==> config.mk <==
export PLATFORM = sky130hd
export DESIGN_NAME = fifo_reader
export DESIGN_NICKNAME = d
export VERILOG_FILES = /design/src/rtl/fifo_reader.sv
export SDC_FILE = /design/constraint.sdc
export NUM_CORES = 1
export LEC_CHECK = 0
export CAP_MARGIN = 20
export CORE_ASPECT_RATIO = 0.6
export CORE_UTILIZATION = 30
export DETAILED_ROUTE_END_ITERATION = 8
export PLACE_DENSITY_LB_ADDON = 0.08
export SLEW_MARGIN = 20
export SYNTH_ARGS = -nofsm -noshare
export SYNTH_HDL_FRONTEND = slang
export SYNTH_SLANG_ARGS = --single-unit
==> constraint.sdc <==
create_clock -name CLK -period 2.4 [get_ports CLK]
set_input_delay 0.72 -clock CLK [delete_from_list [all_inputs] [get_ports CLK]]
set_output_delay 0.72 -clock CLK [all_outputs]
set_load 0.01 [all_outputs]
==> src/rtl/fifo_reader.sv <==
// fifo_reader: turns a latency-1 FIFO read port into a first-word-fall-through
// valid/ready stream using a 2-entry skid buffer. Sustains one word per cycle.
module fifo_reader #(
   parameter int unsigned D_SIZE   = 8,
   parameter int unsigned CNT_SIZE = 16
) (
   input  logic                CLK,
   input  logic                RST,
   output logic                R_INC,
   input  logic [D_SIZE-1:0]   R_DATA,
   input  logic                EMPTY,
   output logic                OUT_VALID,
   input  logic                OUT_READY,
   output logic [D_SIZE-1:0]   OUT_DATA,
   output logic [CNT_SIZE-1:0] WORD_CNT
);

   typedef enum logic [1:0] {StBuf0, StBuf1, StBuf2} state_e;

   state_e              state_q, state_d;
   logic [D_SIZE-1:0]   buf0_q, buf0_d;  // head (oldest word)
   logic [D_SIZE-1:0]   buf1_q, buf1_d;  // second word, valid only in StBuf2
   logic                inflight_q;      // a read issued last cycle returns now
   logic                started_q;       // blocks reads in the first cycle after reset
   logic [CNT_SIZE-1:0] cnt_q;
   logic [1:0]          occ;
   logic                pop;
   logic                fill;

   // Occupancy, handshake and read-strobe decode.
   always_comb begin
      occ = 2'd0;
      case (state_q)
         StBuf1:  occ = 2'd1;
         StBuf2:  occ = 2'd2;
         default: occ = 2'd0;
      endcase
      OUT_VALID = (state_q != StBuf0);
      OUT_DATA  = buf0_q;
      WORD_CNT  = cnt_q;
      pop       = OUT_VALID && OUT_READY;
      fill      = inflight_q;
      // occ + inflight - pop < 2, rearranged to avoid a negative intermediate.
      R_INC     = started_q && !EMPTY &&
                  (({1'b0, occ} + {2'b00, inflight_q}) < (3'd2 + {2'b00, pop}));
   end

   // Buffer next-state. A fill in StBuf2 cannot happen: a read is only issued
   // when the returning word is guaranteed a free slot.
   always_comb begin
      state_d = state_q;
      buf0_d  = buf0_q;
      buf1_d  = buf1_q;
      case (state_q)
         StBuf0: begin
            if (fill) begin
               buf0_d  = R_DATA;
               state_d = StBuf1;
            end
         end
         StBuf1: begin
            if (fill && pop) begin
               buf0_d = R_DATA;
            end else if (fill) begin
               buf1_d  = R_DATA;
               state_d = StBuf2;
            end else if (pop) begin
               state_d = StBuf0;
            end
         end
         StBuf2: begin
            if (pop) begin
               buf0_d  = buf1_q;
               state_d = StBuf1;
            end
         end
         default: state_d = StBuf0;
      endcase
   end

   // State, buffer and counter registers.
   always_ff @(posedge CLK or posedge RST) begin
      if (RST) begin
         state_q    <= StBuf0;
         buf0_q     <= '0;
         buf1_q     <= '0;
         inflight_q <= 1'b0;
         started_q  <= 1'b0;
         cnt_q      <= '0;
      end else begin
         state_q    <= state_d;
         buf0_q     <= buf0_d;
         buf1_q     <= buf1_d;
         inflight_q <= R_INC;
         started_q  <= 1'b1;
         cnt_q      <= cnt_q + {{(CNT_SIZE-1){1'b0}}, pop};
      end
   end

endmodule
==> qor.yml <==
critical_path_class: "reg2out"
path_common_cell: "sky130_fd_sc_hd__ha_4"
cts_sinks: 36
endpoint_kind: "output port"
synth.area.top_cells: "sky130_fd_sc_hd__dfrtp_1 55%, sky130_fd_sc_hd__mux2_2 16%, sky130_fd_sc_hd__xor2_1 5.3%"
port_buffers: 37
worst-r2r-cell-count: 9
overflow: 0
core-area_sq_mm: 0.00515
area_growth_pct: 42.1
postSynth.asyncResetShare_pct: 100
crit_cells: 6
gp_routability_congestion: 0.731
synth_seq_area_share_pct: 54.9
netlist.area_leader.share_pct: 54.9
synthesized_nets: 142
final_layout_size_suffix_gt1_share_pct: 32.1
tritoncts: "built"
layout_commonest_cell: "sky130_fd_sc_hd__dfrtp_1"
top_level_ports: 38
post_cts_hold_buffer_count: 0
ant_nets: 0
final.min_clock_period_ns: 2.33
synth_top_cell_by_area: "sky130_fd_sc_hd__dfrtp_1"
synth.yosys.warnings: 0
chipWidth_um: 97.5
synth_top_family_by_area: "multiplexers"
design.die.area_sq_mm: 0.00578
clk_pin_slew_worst_paths_ns: 0.07
design_area_sq_mm: 0.00233
final.period_utilization_pct: 97.3
slowest_delay_ns: 0.37
worst-endpoint-arrival_ns: 1.61
synth-main-ff-cell: "sky130_fd_sc_hd__dfrtp_1"
area_after_detailed_placement_sq_mm: 0.00219
fillcell_total: 482
postLayoutCoreUtil_pct: 45.2
synth-edff-count: 0
final-max-slew-violation-count: 0
worst_reg_to_reg_setup_slack_ns: 0.49
synthesis.instances: 126
die_y_um: 59.3
grt_pass1_vias: 1212
cts_buffers: 5
critical_path.slowest_cell: "sky130_fd_sc_hd__dfrtp_1"
dp.final_hpwl_um: 2420
critical-path-top-delay-family: "adder cells"
final_critical_path_setup_slack_ns: 0.0654
timing.max_cap.violations: 0
drc: 0
footprint_of_the_flip_flops_and_latches_sq_um: 901
drt_first_iter_violations: 63
worst_path_buffer_plus_inverter_count: 1
setup_tns_ns: 0
synth.mux.area_fraction_pct: 17.1
antenna_diode_count: 0
clock_insertion_delay_worst_skew_ns: 0.29
critical_path.startpoint: "state_q[0]"
htree_depth: 2
synth_fa_ha_area_share_pct: 3.05
synth_compound_area_share_pct: 2.44
yosys.area_share.simple_pct: 12.7
worstHoldPathType: "reg2reg"
track_usage_pct: 13.1
static-leakage-power_nw: 1.04
initial_core_utilization_pct: 31.8
synth_register_bits: 36
average_instance_area_after_synthesis_sq_um: 13.0
status: "complete, no violations"
grt_first_pass_wirelength_um: 5820
via_per_inst: 4.55
reg2reg_from: "state_q[1]"
number_of_failing_hold_endpoints_at_the_final_stage: 0
root_buffer: "sky130_fd_sc_hd__clkbuf_8"
layout_common_cells: "36 x sky130_fd_sc_hd__dfrtp_1, 35 x sky130_fd_sc_hd__clkdlybuf4s50_1, 24 x sky130_fd_sc_hd__mux2_2"
hold_path.startpoint: "WORD_CNT[15]"
route.vias.total: 1138
worst-path-max-fanout: 2
detail_route.wirelength_um: 3400
hold_path_depth: 1
timing.clock.skew_ns: 0.00982
detail_route.first_pass.iterations: 4
mappedNetlistArea_sq_mm: 0.00164
std_cell_rows: 20
powerDensity_mw_per_mm2: 846
worst_ir_drop_vdd_mv: 0.519
pre_cts_slack_ns: -0.536
synth_xor_area_share_pct: 7.48
path_cells: "and2b_2 > ha_4 > ha_4 > o21ai_2 > and3_4 > buf_2"
critical_path_required_ns: 1.68
setup_violations: 0
multi_input_area_sq_um: 749
final_nets: 199
worstSetupStartpointType: "flop"
synth.lib_cells_used.distinct: 30
cts.path.max_buffers: 2
fmax_mhz: 428
grt_max_degree: 37
antenna_found_initial: 0
detail_route.wl_per_cell_um: 13.6
[final timing paths]
check                               endpoint
worst min-delay path            WORD_CNT[15]
worst max register to register  WORD_CNT[15]
worst min register to register  WORD_CNT[15]
min in group asynchronous       WORD_CNT[13]
max in group asynchronous               fill
worst max-delay path                   R_INC
[routing by layer]
metal / wire length, um / part of all wire, % / up-vias / global-route usage [%]
li1: - / - / 557 / -
met4: 37 / 1.1 / 0 / 5.04
met2: 1330 / 39 / 25 / 18.5
met5: 0 / 0 / - / 0
met1: 1850 / 54 / 551 / 18.5
met3: 180 / 5.3 / 5 / 4.48
[cell families after synthesis]
family                   count (synthesis)
adder cells (fa/ha/maj)                  4
flip-flops                              36
other                                    1
AO/OA/AOI/OAI                            6
multiplexers                            25
buffers and inverters                    7
AND/OR/NAND/NOR                         33
XOR/XNOR                                14
[synthesized netlist by cell type (3+ instances only)]
cell	count
sky130_fd_sc_hd__mux2_2	24
sky130_fd_sc_hd__xnor2_1	4
sky130_fd_sc_hd__nor4_1	6
sky130_fd_sc_hd__xor2_1	10
sky130_fd_sc_hd__nand4_1	3
sky130_fd_sc_hd__nand2_1	4
sky130_fd_sc_hd__dfrtp_1	36
sky130_fd_sc_hd__nor3_1	3
sky130_fd_sc_hd__nor2_1	3
sky130_fd_sc_hd__inv_1	5
sky130_fd_sc_hd__ha_1	4
sky130_fd_sc_hd__nand3_1	4
[worst reg2reg max path, delay by kind of cell (launching register included)]
kind                     cells  cell delay [ns]
AO/OA/AOI/OAI                1             0.08
XOR/XNOR                     1             0.13
adder cells (fa/ha/maj)      1             0.14
buffers and inverters        4             0.51
flip-flops                   1             0.34
AND/OR/NAND/NOR              2             0.66
[report_power, final]
group          switching (W)  internal (W)
Combinational       0.000223      0.000402
Sequential          0.000123      0.000784
Clock               0.000205      0.000234
Total               0.000551       0.00142
[flip-flops by register name, summed over array words and instances, names as in the netlist]
register / count
buf1_q: 8
fill: 1
state_q: 2
WORD_CNT: 16
OUT_DATA: 8
started_q: 1
[cell type report]
cell class                 instances  area share, %
timing repair buffer              52           21.0
sequential                        36           38.6
clock buffer                       8           3.86
inverter                           5          0.805
multi-input combinational         83           32.2
tap                               66           3.54
[metrics by stage]
step | power (W) | cells | hold WS [ns]
after floorplan | 0.00119 | 126 | 0.477
after global routing | 0.00210 | 250 | 0.510
final | 0.00197 | 250 | 0.478
after detailed placement | 0.00152 | 240 | 0.463
after global placement | 0.00151 | 240 | 0.462
after CTS | 0.00197 | 249 | 0.476
[timing repair]
action | 4_1_cts | 5_1_grt
pin swaps | 1 | 2
endpoints found under the setup margin | 1 | 1
gates cloned | 0 | 0
gates resized for setup | 8 | 7
buffers inserted | 1 | 1
Note: power is estimated with default switching activity, not from simulation.
